**src/rtl/clkdiv_pkg.sv**
```systemverilog
// Shared constants and helpers for the programmable clock divider.
package clkdiv_pkg;

    // Working width of the helper functions; callers cast to their own widths.
    localparam int unsigned FN_W    = 32;
    localparam int unsigned MIN_DIV = 2;

    // Smallest usable divisor is 2; anything below is raised to it.
    function automatic logic [FN_W-1:0] clamp_div(input logic [FN_W-1:0] value);
        return (value < FN_W'(MIN_DIV)) ? FN_W'(MIN_DIV) : value;
    endfunction

    // First count value of the high phase: D - D/2 (odd D gets the longer low phase).
    function automatic logic [FN_W-1:0] high_start(input logic [FN_W-1:0] d);
        return d - (d >> 1);
    endfunction

endpackage

```
**src/rtl/clkdiv_counter.sv**
```systemverilog
// Mod-D period counter with enable, wrap flag and next-count look-ahead.
module clkdiv_counter
    import clkdiv_pkg::*;
#(
    parameter int unsigned CNT_W = 26
) (
    input  logic             clk,
    input  logic             rst_n,
    input  logic             enable,
    input  logic [CNT_W-1:0] div,
    output logic [CNT_W-1:0] count_next_c,
    output logic             wrap_c
);

    logic [CNT_W-1:0] count_q;
    logic [CNT_W-1:0] count_d;
    logic [CNT_W-1:0] last;

    // Next count: hold when disabled, wrap to 0 at D-1 (>= guards against stale values).
    always_comb begin
        last    = div - CNT_W'(1);
        wrap_c  = 1'b0;
        count_d = count_q;
        if (enable) begin
            if (count_q >= last) begin
                wrap_c  = 1'b1;
                count_d = '0;
            end else begin
                count_d = count_q + CNT_W'(1);
            end
        end
        count_next_c = count_d;
    end

    // Period count register.
    always_ff @(posedge clk or negedge rst_n) begin
        if (!rst_n) begin
            count_q <= '0;
        end else begin
            count_q <= count_d;
        end
    end

endmodule

```
**src/rtl/clk_divider_prog.sv**
```systemverilog
// Programmable glitch-free clock divider: square wave, per-period tick and
// run-time divisor reload that only takes effect at a period boundary.
// Optional tick counter enabled by defining CLKDIV_TICK_CNT_EN.
module clk_divider_prog
    import clkdiv_pkg::*;
#(
    parameter int unsigned CNT_W       = 26,
    parameter int unsigned DEFAULT_DIV = 50000000,
    parameter int unsigned TICK_CNT_W  = 16
) (
    input  logic                  clock_50,
    input  logic                  reset,
    input  logic                  enable,
    input  logic [CNT_W-1:0]      div_value,
    input  logic                  div_load,
    output logic                  novo_clock,
    output logic                  tick,
    output logic [CNT_W-1:0]      div_active,
    output logic                  load_pending
`ifdef CLKDIV_TICK_CNT_EN
    ,
    output logic [TICK_CNT_W-1:0] tick_count
`endif
);

    logic [CNT_W-1:0] count_next;
    logic             wrap;
    logic             apply;

    logic [CNT_W-1:0] div_active_q, div_active_d;
    logic [CNT_W-1:0] pending_q, pending_d;
    logic             load_pending_q, load_pending_d;
    logic             novo_clock_q, novo_clock_d;
    logic             tick_q, tick_d;

    // Period counter runs on the divisor currently in use.
    clkdiv_counter #(
        .CNT_W (CNT_W)
    ) u_counter (
        .clk          (clock_50),
        .rst_n        (reset),
        .enable       (enable),
        .div          (div_active_q),
        .count_next_c (count_next),
        .wrap_c       (wrap)
    );

    // Load capture, boundary-only apply and output decode from the next count.
    always_comb begin
        pending_d      = pending_q;
        load_pending_d = load_pending_q;
        div_active_d   = div_active_q;
        apply          = wrap && load_pending_q;
        if (apply) begin
            div_active_d   = pending_q;
            load_pending_d = 1'b0;
        end
        // A load on the wrap cycle lands after the apply, so it waits a period.
        if (div_load) begin
            pending_d      = CNT_W'(clamp_div(FN_W'(div_value)));
            load_pending_d = 1'b1;
        end
        novo_clock_d = (FN_W'(count_next) >= high_start(FN_W'(div_active_d)));
        tick_d       = enable && (count_next == (div_active_d - CNT_W'(1)));
    end

    // Divider state and registered outputs.
    always_ff @(posedge clock_50 or negedge reset) begin
        if (!reset) begin
            div_active_q   <= CNT_W'(DEFAULT_DIV);
            pending_q      <= '0;
            load_pending_q <= 1'b0;
            novo_clock_q   <= 1'b0;
            tick_q         <= 1'b0;
        end else begin
            div_active_q   <= div_active_d;
            pending_q      <= pending_d;
            load_pending_q <= load_pending_d;
            novo_clock_q   <= novo_clock_d;
            tick_q         <= tick_d;
        end
    end

    assign novo_clock   = novo_clock_q;
    assign tick         = tick_q;
    assign div_active   = div_active_q;
    assign load_pending = load_pending_q;

`ifdef CLKDIV_TICK_CNT_EN
    logic [TICK_CNT_W-1:0] tick_count_q, tick_count_d;

    // Count ticks, wrapping naturally at the counter width.
    always_comb begin
        tick_count_d = tick_count_q;
        if (tick_d) begin
            tick_count_d = tick_count_q + TICK_CNT_W'(1);
        end
    end

    // Tick counter register.
    always_ff @(posedge clock_50 or negedge reset) begin
        if (!reset) begin
            tick_count_q <= '0;
        end else begin
            tick_count_q <= tick_count_d;
        end
    end

    assign tick_count = tick_count_q;
`endif

endmodule

```
**config.mk**
```make
export PLATFORM = sky130hd
export DESIGN_NAME = clk_divider_prog
export DESIGN_NICKNAME = d
export VERILOG_FILES = /design/src/rtl/clkdiv_pkg.sv /design/src/rtl/clkdiv_counter.sv /design/src/rtl/clk_divider_prog.sv
export SDC_FILE = /design/constraint.sdc
export NUM_CORES = 1
export LEC_CHECK = 0
export CAP_MARGIN = 20
export CORE_MARGIN = 2
export CORE_UTILIZATION = 45
export DETAILED_ROUTE_END_ITERATION = 16
export GPL_ROUTABILITY_DRIVEN = 0
export PLACE_DENSITY = 0.64
export SYNTH_ARGS = -nofsm -noshare
export SYNTH_HDL_FRONTEND = slang
export SYNTH_SLANG_ARGS = --single-unit
export TNS_END_PERCENT = 1
```
**constraint.sdc**
```tcl
create_clock -name clock_50 -period 15.4 [get_ports clock_50]
set_input_delay 2.31 -clock clock_50 [delete_from_list [all_inputs] [get_ports clock_50]]
set_output_delay 2.31 -clock clock_50 [all_outputs]
set_load 0.005 [all_outputs]
```
# [Word level (Yosys, flattened, before mapping)]
# Cells that the tools add are included.
[totals] output_inout_bits=29 reg_bits=81
[op_classes] reduce_logical=3 mux=8 order_cmp=3 n_eq_ne=1 addsub=4
[op_table] op="26-bit 2-to-1 mux" count=4
[op_table] op="26-bit by 1-bit subtractor with 26-bit output, second input constant" count=2
[op_table] op="26-bit by 32-bit >= comparator with 1-bit output" count=1
[op_table] op="26-bit by 25-bit subtractor with 27-bit output" count=1
[op_table] op="26-bit by 1-bit adder with 26-bit output, second input constant" count=1
[op_table] op="26-bit equality test" count=1
[op_table] op="26-bit >= comparator" count=1
[op_table] op="26-bit by 2-bit < comparator with 1-bit output, second input constant" count=1
[op_table] op="1-bit 2-to-1 mux" count=4
[op_table] op="1-bit logical AND" count=2
[op_table] op="2-bit nonzero test" count=1

# [Depth between registers and ports, before layout]
# Gate-level depths: netlist of the first run.
[depth] ltp_word=9 ltp_mapped=41 depth_no_buf=36

# [Modules after synthesis]
# Synthesis of the first run repeated with hierarchy kept, for this count alone.
[unflattened] cells_unflattened=803 area_unflattened_um2=7422.1
[modules_own_cells] mod="clk_divider_prog" area_per_inst_um2=5175.0 instances=1 cells_each=541
[modules_own_cells] mod="clkdiv_counter" area_per_inst_um2=2247.2 instances=1 cells_each=262

# [Worst setup path before layout of the first run]
# OpenSTA, ideal clock, no wires.
[synth_timing] path_type="flip-flop to flip-flop" startpoint="reg div_active_q[2] (netlist: div_active[2])" endpoint="reg novo_clock_q (netlist: novo_clock)" setup_ns=0.133 path_slack_ns=7.435 path_stages_with_launch=40 t_required_ns=15.267 n_path_buf=5 arrival_ns=7.832 synth_period_minus_slack_ns=7.965 path_cell_list="dfrtp_1 -> clkbuf_1 -> nor3_1 -> nand2_1 -> or3_1 -> nor2_1 -> nand2_1 -> or3_1 -> nor4_1 -> xnor2_1 -> ha_1 -> a21oi_1 -> o21ai_0 -> a21oi_1 -> nand3_1 -> o211ai_4 -> buf_6 -> buf_4 -> [4 not listed] -> fa_1 -> o21ai_0 -> nand2_1 -> mux2i_1 -> a222oi_1 -> a21o_1 -> o31a_1 -> o31ai_1 -> a21oi_1 -> xnor2_1 -> ha_1 -> a21o_1 -> a21oi_1 -> o211ai_1 -> a31oi_1 -> nor2_1 -> o31ai_1 -> o21ai_0"
[synth_between] elab_chain_cells=8 elab_cells_between_ends=10
[synth_rtl] element="from (decl)" line="clk_divider_prog.sv:30" rtl="logic [CNT_W-1:0] div_active_q, div_active_d;"
[synth_rtl] element="from (signal assigned)" line="clk_divider_prog.sv:70" rtl="div_active_q <= CNT_W'(DEFAULT_DIV);"
[synth_rtl] element="from (signal assigned)" line="clk_divider_prog.sv:76" rtl="div_active_q <= div_active_d;"
[synth_rtl] element="26-bit by 1-bit subtractor with 26-bit output" line="clkdiv_counter.sv:21" rtl="last = div - CNT_W'(1);"
[synth_rtl] element="26-bit >= comparator" line="clkdiv_counter.sv:25" rtl="if (count_q >= last) begin"
[synth_rtl] element="1-bit 2-to-1 mux" line="clkdiv_counter.sv:25"
[synth_rtl] element="1-bit 2-to-1 mux" line="clkdiv_counter.sv:24" rtl="if (enable) begin"
[synth_rtl] element="1-bit logical AND" line="clk_divider_prog.sv:53" rtl="apply = wrap && load_pending_q;"
[synth_rtl] element="26-bit 2-to-1 mux" line="clk_divider_prog.sv:54" rtl="if (apply) begin"
[synth_rtl] element="named net div_active_d[1]" line="clk_divider_prog.sv:30"
[synth_rtl] element="26-bit by 25-bit subtractor with 27-bit output" line="clkdiv_pkg.sv:15" rtl="return d - (d >> 1);"
[synth_rtl] element="26-bit by 32-bit >= comparator with 1-bit output" line="clk_divider_prog.sv:63" rtl="novo_clock_d = (FN_W'(count_next) >= high_start(FN_W'(div_active_d)));"
[synth_rtl] element="named net novo_clock_d" line="clk_divider_prog.sv:33" rtl="logic novo_clock_q, novo_clock_d;"
[synth_rtl] element="to (signal assigned)" line="clk_divider_prog.sv:79" rtl="novo_clock_q <= novo_clock_d;"
[synth_rtl] element="to (decl)" line="clk_divider_prog.sv:33"
# The timed path passes the listed nets, and every way through them passes these cells.
# A chain may end at the register's enable or synchronous reset.

# [Final worst setup path of the first run]
[layout_timing] startpoint="reg div_active_q[2] (netlist: div_active[2])" endpoint="reg novo_clock_q (netlist: novo_clock)"
[layout_between] elab_chain_cells=8 elab_cells_between_ends=10
[layout_rtl] element="26-bit by 1-bit subtractor with 26-bit output" line="clkdiv_counter.sv:21"
[layout_rtl] element="26-bit >= comparator" line="clkdiv_counter.sv:25"
[layout_rtl] element="1-bit 2-to-1 mux" line="clkdiv_counter.sv:25"
[layout_rtl] element="1-bit 2-to-1 mux" line="clkdiv_counter.sv:24"
[layout_rtl] element="1-bit logical AND" line="clk_divider_prog.sv:53"
[layout_rtl] element="26-bit 2-to-1 mux" line="clk_divider_prog.sv:54"
[layout_rtl] element="26-bit by 25-bit subtractor with 27-bit output" line="clkdiv_pkg.sv:15"
[layout_rtl] element="26-bit by 32-bit >= comparator with 1-bit output (*)" line="clk_divider_prog.sv:63"
[layout_rtl] element="named net novo_clock_d" line="clk_divider_prog.sv:33"
# The timed path passes the listed nets; every way through them passes the cells marked *.

==> run_results.csv, run 1 <==
group,metric,value,unit
route,drt-initial-drc-count,485,
power,power.internal,0.000411,W
worst_setup_path,worstSetupStartpointType,"flop",
floorplan,dieArea,17900,um^2
yosys,syn_inst,858,
cts,ctsResizeCount,0,
global_routing,first_global_vias,6075,
yosys,netlist_area,7580,um^2
worst_setup_path,cp-endpoint,"novo_clock",
yosys,synth_nets,991,
floorplan,row_count,47,
sta,timing.hold.ws,504,ps
finish,drive_gt1_frac,0.0765,
sta,clock_skew,13.1,ps
yosys,yosysMostFrequentCell,"ha_1",
yosys,synthArstFlopShare,1.00,
run,maxCapViolCount,0,
power,sw_frac_of_total,0.280,
global_routing,grt_max_degree,48,
worst_setup_path,cp-startpoint,"div_active[2]",
worst_setup_path,worstSetupEndpointType,"flop",
cts,clockBufferDepth,2,
yosys,seq_area_frac_synth,0.270,
route,drtPass1Iterations,5,
global_routing,grt_overflow,0,
sta,relSlewSlack,0.440,
power,seqPwrFrac,0.431,
cts,clk_latency,350,ps
floorplan,die_y,134,um
worst_setup_path,cp_common_cell,"a21oi_1",
sta,setup_violations,0,
floorplan,fp.coreArea,16500,um^2
power,power.density,65.7,nW/um^2
floorplan,start_util,0.458,
worst_setup_path,cp_slowest_cell,"mux2i_1",
yosys,synth_common_cells,"ha_1 (102), nor2_1 (79), xnor2_1 (71)",
sta,worst_pin_slew,834,ps
place,portBuffers,58,
worst_setup_path,reg2reg_from,"div_active[2]",
sta,rsz0062_at_grt,"no",
cts,ctsHtreeMaxLevel,3,
worst_setup_path,r2r_end,"novo_clock",
worst_setup_path,worstPathArrival,9010,ps
yosys,ys_ff_latch,81,
worst_setup_path,reg2reg_setup_slack,6620,ps
yosys,syn_area_per_cell,8.83,um^2
route,drcViolationCount,0,
power,pwr-share-comb,0.175,
yosys,ys_warn_count,0,
cts,cts_sinks,81,
worst_setup_path,worst-r2r-cell-count,35,
finish,num-nets-final,1043,
cts,postCtsHoldBufs,0,
route,viasPerCell,5.71,
sta,hold_viol_final,0,
cts,cts_root_buffer,"clkbuf_16",
yosys,synth_area_leaders,"dfrtp_1 (23%), ha_1 (17%), xnor2_1 (8.2%), dfstp_2 (4.2%), nor2_1 (3.9%)",
finish,antenna_cells,0,
sta,period_needed,8780,ps
global_routing,grt_pass1_wl,32900,um
cts,cts_buffers,9,
yosys,yosysUniqueCellTypes,69,
sta,drv_slew,0,
floorplan,fp.dieW,134,um
cts,cts_tree,"done",
sta,finalCritPeriodShare,0.570,
floorplan,boundaryPins,59,
global_routing,grt_use_total,0.238,
power,totalPowerFinal,0.000571,W
place,dpl.hpwl,16700,um
min_path,hold_path_class,"flop to flop",
route,num_vias,6477,
finish,area_delta_synth_final,14.6,%
yosys,synth_edf_count,0,
sta,fmax,114,MHz
worst_setup_path,cp_max_fo,43,
power,p_leak,4.18,nW
route,routed_wl,20800,um
yosys,yosysTopAreaCell,"dfrtp_1",
route,ant_nets,0,
place,dpl-instance-area,8380,um^2
global_routing,antenna_found_initial,0,
yosys,ys.flop_type,"dfrtp_1",
sta,fin_tns_setup,0,ps
worst_setup_path,slowest_delay,570,ps
power,power.share.clock,0.394,
route,wire_per_inst,18.3,um
power,p_switching,0.000160,W
cts,clk_pin_slew,70,ps
cts,post_cts_buffers,0,
yosys,netlist.area_leader.share,0.228,
power,ir_drop,0.0000588,V
run_status,status,"completed",
worst_setup_path,critical_path_class,"flop to flop",
worst_setup_path,required,15620,ps
finish,fin_area,8680,um^2
worst min-delay path by stage:
stage / endpoint / slack (ps) / from / cells past startpoint
3_5_place_dp: pending_q[5] / 500 / pending_q[5] / 1
2_1_floorplan: pending_q[22] / 480 / pending_q[22] / 1
3_3_place_gp: pending_q[15] / 490 / pending_q[15] / 1
4_1_cts: pending_q[5] / 510 / pending_q[5] / 1
6_report: pending_q[5] / 500 / pending_q[5] / 1
5_1_grt: pending_q[5] / 510 / pending_q[5] / 1
registers in the layout, indices dropped and copies added (netlist names):
signal,cells
div_active,26
pending_q,26
u_counter.count_q,26
load_pending,1
novo_clock,1
tick,1
power groups by stage:
stage	Combinational, W	Sequential [W]	Clock, W
after floorplan	0.0000655	0.000242	0
after global placement	0.0000981	0.000249	0
after detailed placement	0.0000989	0.000249	0
after CTS	0.0000997	0.000245	0.000229
after global routing	0.000113	0.000248	0.000238
final	0.000100	0.000246	0.000225
kinds of logic (layout without fill, tap and decap cells):
family          after synthesis  count (layout)  synth area share
flops                        81              81             0.270
compound gates              172             172             0.152
mux                          54              54            0.0756
fa+ha+maj                   103             103             0.171
xor+xnor                     94              94             0.109
buf+inv                      87             144            0.0451
simple gates                267             267             0.178
worst max-delay path: cells and delay by family (launching register included):
family	cells	cell delay [ps]
AO/OA/AOI/OAI	16	2790
XOR/XNOR	2	300
adder cells (fa/ha/maj)	3	910
buffers and inverters	1	540
flip-flops	1	490
multiplexers	1	570
AND/OR/NAND/NOR	12	2990
stage by stage:
| stage | setup WS [ps] | utilization | instances |
|---|---|---|---|
| 2_1_floorplan | 7430 | - | 858 |
| 3_3_place_gp | 6880 | 0.507 | 1119 |
| 3_5_place_dp | 6690 | 0.507 | 1119 |
| 4_1_cts | 6680 | 0.526 | 1135 |
| 5_1_grt | 5750 | 0.526 | 1135 |
| 6_report | 6620 | 0.526 | 1135 |
layer usage:
| metal | up-vias | routed length, um | GRT usage | share of wire |
|---|---|---|---|---|
| met5 | - | 0 | 0 | 0 |
| li1 | 3188 | - | - | - |
| met3 | 39 | 1280 | 0.0392 | 0.062 |
| met1 | 3030 | 10100 | 0.349 | 0.49 |
| met4 | 0 | 550 | 0.0851 | 0.026 |
| met2 | 220 | 8800 | 0.350 | 0.42 |
layout make-up:
cell class / instances / area (um^2)
Fill cell: 1540 / 7840
Multi-Input combinational cell: 690 / 5200
Sequential cell: 81 / 2040
Timing Repair Buffer: 64 / 623
Tap cell: 220 / 275
Clock buffer: 12 / 256
Inverter: 64 / 240
Clock inverter: 4 / 51.3
cells in the final DEF, fill, tap and decap left out, types with 7 or more instances in the layout:
| master | instances |
|---|---|
| ha_1 | 102 |
| nor2_1 | 79 |
| xnor2_1 | 71 |
| dfrtp_1 | 69 |
| inv_1 | 63 |
| clkdlybuf4s50_1 | 57 |
| a21oi_1 | 47 |
| nand2_1 | 42 |
| nor3_1 | 36 |
| o21ai_0 | 33 |
| mux2i_1 | 28 |
| mux2_2 | 26 |
| xor2_1 | 23 |
| nand3_1 | 21 |
| nand4_1 | 19 |
| a21o_1 | 17 |
| nor4_1 | 15 |
| a211oi_1 | 12 |
| dfstp_2 | 12 |
| o21bai_1 | 11 |
| and3_1 | 9 |
| clkbuf_16 | 9 |
| or4_1 | 7 |
| nand2b_1 | 7 |
| nor2b_1 | 7 |
| buf_4 | 7 |
Power figures use the tool's default switching activity.
==> run 2: changes to the inputs <==
- clock period: 15.4 -> 8.6 ns (I/O delays scaled with it)
==> run 2 against run 1 <==
Effect of this change:
- clock power is 84% higher
- largest power group unchanged
- sequential cell count stayed put
- die area stayed put
- cell count is 2.0% higher
- clock-buffer cell count is 2 lower
- non-clock buffer count is 23 higher
- largest cell class unchanged
- combinational power is 79% higher
==> run_results.csv, run 2 (synthesis results as in run 1) <==
group,metric,value,unit
place,place_ws,284,ps
power,ir_drop,0.0000893,V
global_routing,grt_pass1_wl,33400,um
floorplan,die_y,134,um
route,drcViolationCount,0,
sta,worst_pin_slew,721,ps
power,power.density,116,nW/um^2
cts,cts_root_buffer,"clkbuf_16",
finish,finish.utilization,0.538,
cts,clk_pin_slew,70,ps
sta,setup_ws,557,ps
sta,clock_skew,9.94,ps
worst_setup_path,critical_path_class,"flop to flop",
route,routed_wl,21300,um
floorplan,boundaryPins,59,
finish,antenna_cells,0,
worst_setup_path,slowest_delay,480,ps
run,maxCapViolCount,0,
cts,cts_tree,"done",
sta,period_needed,8040,ps
route,viasPerCell,5.71,
worst_setup_path,required,8820,ps
run_status,status,"completed",
floorplan,fp.coreArea,16500,um^2
route,ant_nets,0,
route,drt-initial-drc-count,495,
worst_setup_path,worstSetupEndpointType,"flop",
cts,cts_buffers,9,
global_routing,first_global_vias,6139,
worst_setup_path,worstPathArrival,8260,ps
route,wire_per_inst,18.4,um
floorplan,fp.dieW,134,um
global_routing,antenna_found_initial,0,
finish,fillers,1530,
finish,final_common_cell,"ha_1",
floorplan,row_count,47,
finish,area_delta_synth_final,17.4,%
sta,hold_viol_final,0,
worst_setup_path,cp_max_fo,8,
cts,postCtsHoldBufs,0,
cts,clockBufferDepth,2,
finish,regArea,2040,um^2
sta,fmax,124,MHz
place,portBuffers,58,
min_path,hold_path_class,"flop to flop",
sta,setup_violations,0,
worst_setup_path,worstSetupStartpointType,"flop",
route,drtPass1Iterations,5,
floorplan,start_util,0.458,
finish,drive_gt1_frac,0.103,
finish,multiInputGateArea,5220,um^2
finish,num-nets-final,1066,
global_routing,grt_use_total,0.242,
cts,ctsHtreeMaxLevel,3,
global_routing,grt_overflow,0,
place,dpl.hpwl,17200,um
sta,finalCritPeriodShare,0.935,
cts,clk_latency,350,ps
finish,final_cell_mix,"ha_1 (102), nor2_1 (79), xnor2_1 (71)",
power,p_leak,4.30,nW
worst_setup_path,cp_slowest_cell,"dfrtp_1",
sta,relSlewSlack,0.515,
route,num_vias,6615,
sta,drv_slew,0,
cts,cts_sinks,81,
global_routing,grt_max_degree,48,
floorplan,dieArea,17900,um^2
==> run 2: cell types whose count changed in the layout (fill, tap and decap cells not counted), sizes merged <==
| cell | previous run | this run |
|---|---|---|
| clkinv | 2 | 3 |
| bufinv | 1 | 2 |
| buf | 7 | 30 |
| clkbuf | 12 | 10 |
==> run 2: layer usage <==
metal	track usage	wire length (um)
met1	0.354	10300
met5	0	0
met3	0.0331	1280
met2	0.372	9440
met4	0.0733	328
==> run 2: timing repair <==
item	4_1_cts	5_1_grt
setup buffers	0	8
gates resized for setup	0	5
endpoints found under the setup margin	0	1
==> run 2: final timing paths <==
kind	from	endpoint	slack, ps	cells past startpoint
worst max register to register	div_active[2]	novo_clock	560	36
max in group asynchronous	reset	u_counter.count_q[20]	6720	2
worst max-delay path	div_active[2]	novo_clock	560	36
min in group asynchronous	reset	pending_q[0]	880	1
worst min-delay path	pending_q[17]	pending_q[17]	510	1
worst min register to register	pending_q[17]	pending_q[17]	510	1
==> run 2: area by class of cell <==
cell class | instances | share of cell area
clock buffers | 10 | 0.0257
clock inverters | 6 | 0.00928
inverters | 64 | 0.0270
multi-input cells | 690 | 0.587
flip-flops and latches | 81 | 0.230
well taps | 220 | 0.0309
repair buffers | 87 | 0.0908
==> run 2: report_power, final <==
group / internal (W) / switching, W / total (W) / leakage (nW)
Clock: 0.000253 / 0.000162 / 0.000415 / 0.152
Sequential: 0.000408 / 0.0000316 / 0.000439 / 1.01
Combinational: 0.0000874 / 0.0000911 / 0.000179 / 3.14
==> run 2: metrics by stage <==
stage | setup TNS [ps] | std cells | hold slack (ps) | cell area (um^2) | total power (W)
2_1_floorplan | 0 | 858 | 477 | 7580 | 0.000551
3_3_place_gp | 0 | 1134 | 491 | 8490 | 0.000621
3_5_place_dp | 0 | 1134 | 499 | 8490 | 0.000624
4_1_cts | 0 | 1150 | 512 | 8800 | 0.00104
5_1_grt | -3.20 | 1158 | 531 | 8900 | 0.00108
6_report | 0 | 1158 | 508 | 8900 | 0.00103
==> run 2: worst max-delay path, delay by kind of cell, from the launching register on <==
kind            cells  cell delay [ps]
compound gates     14             2890
simple gates       12             2320
fa+ha+maj           3              890
buf+inv             4              540
flops               1              480
mux                 1              460
xor+xnor            2              300
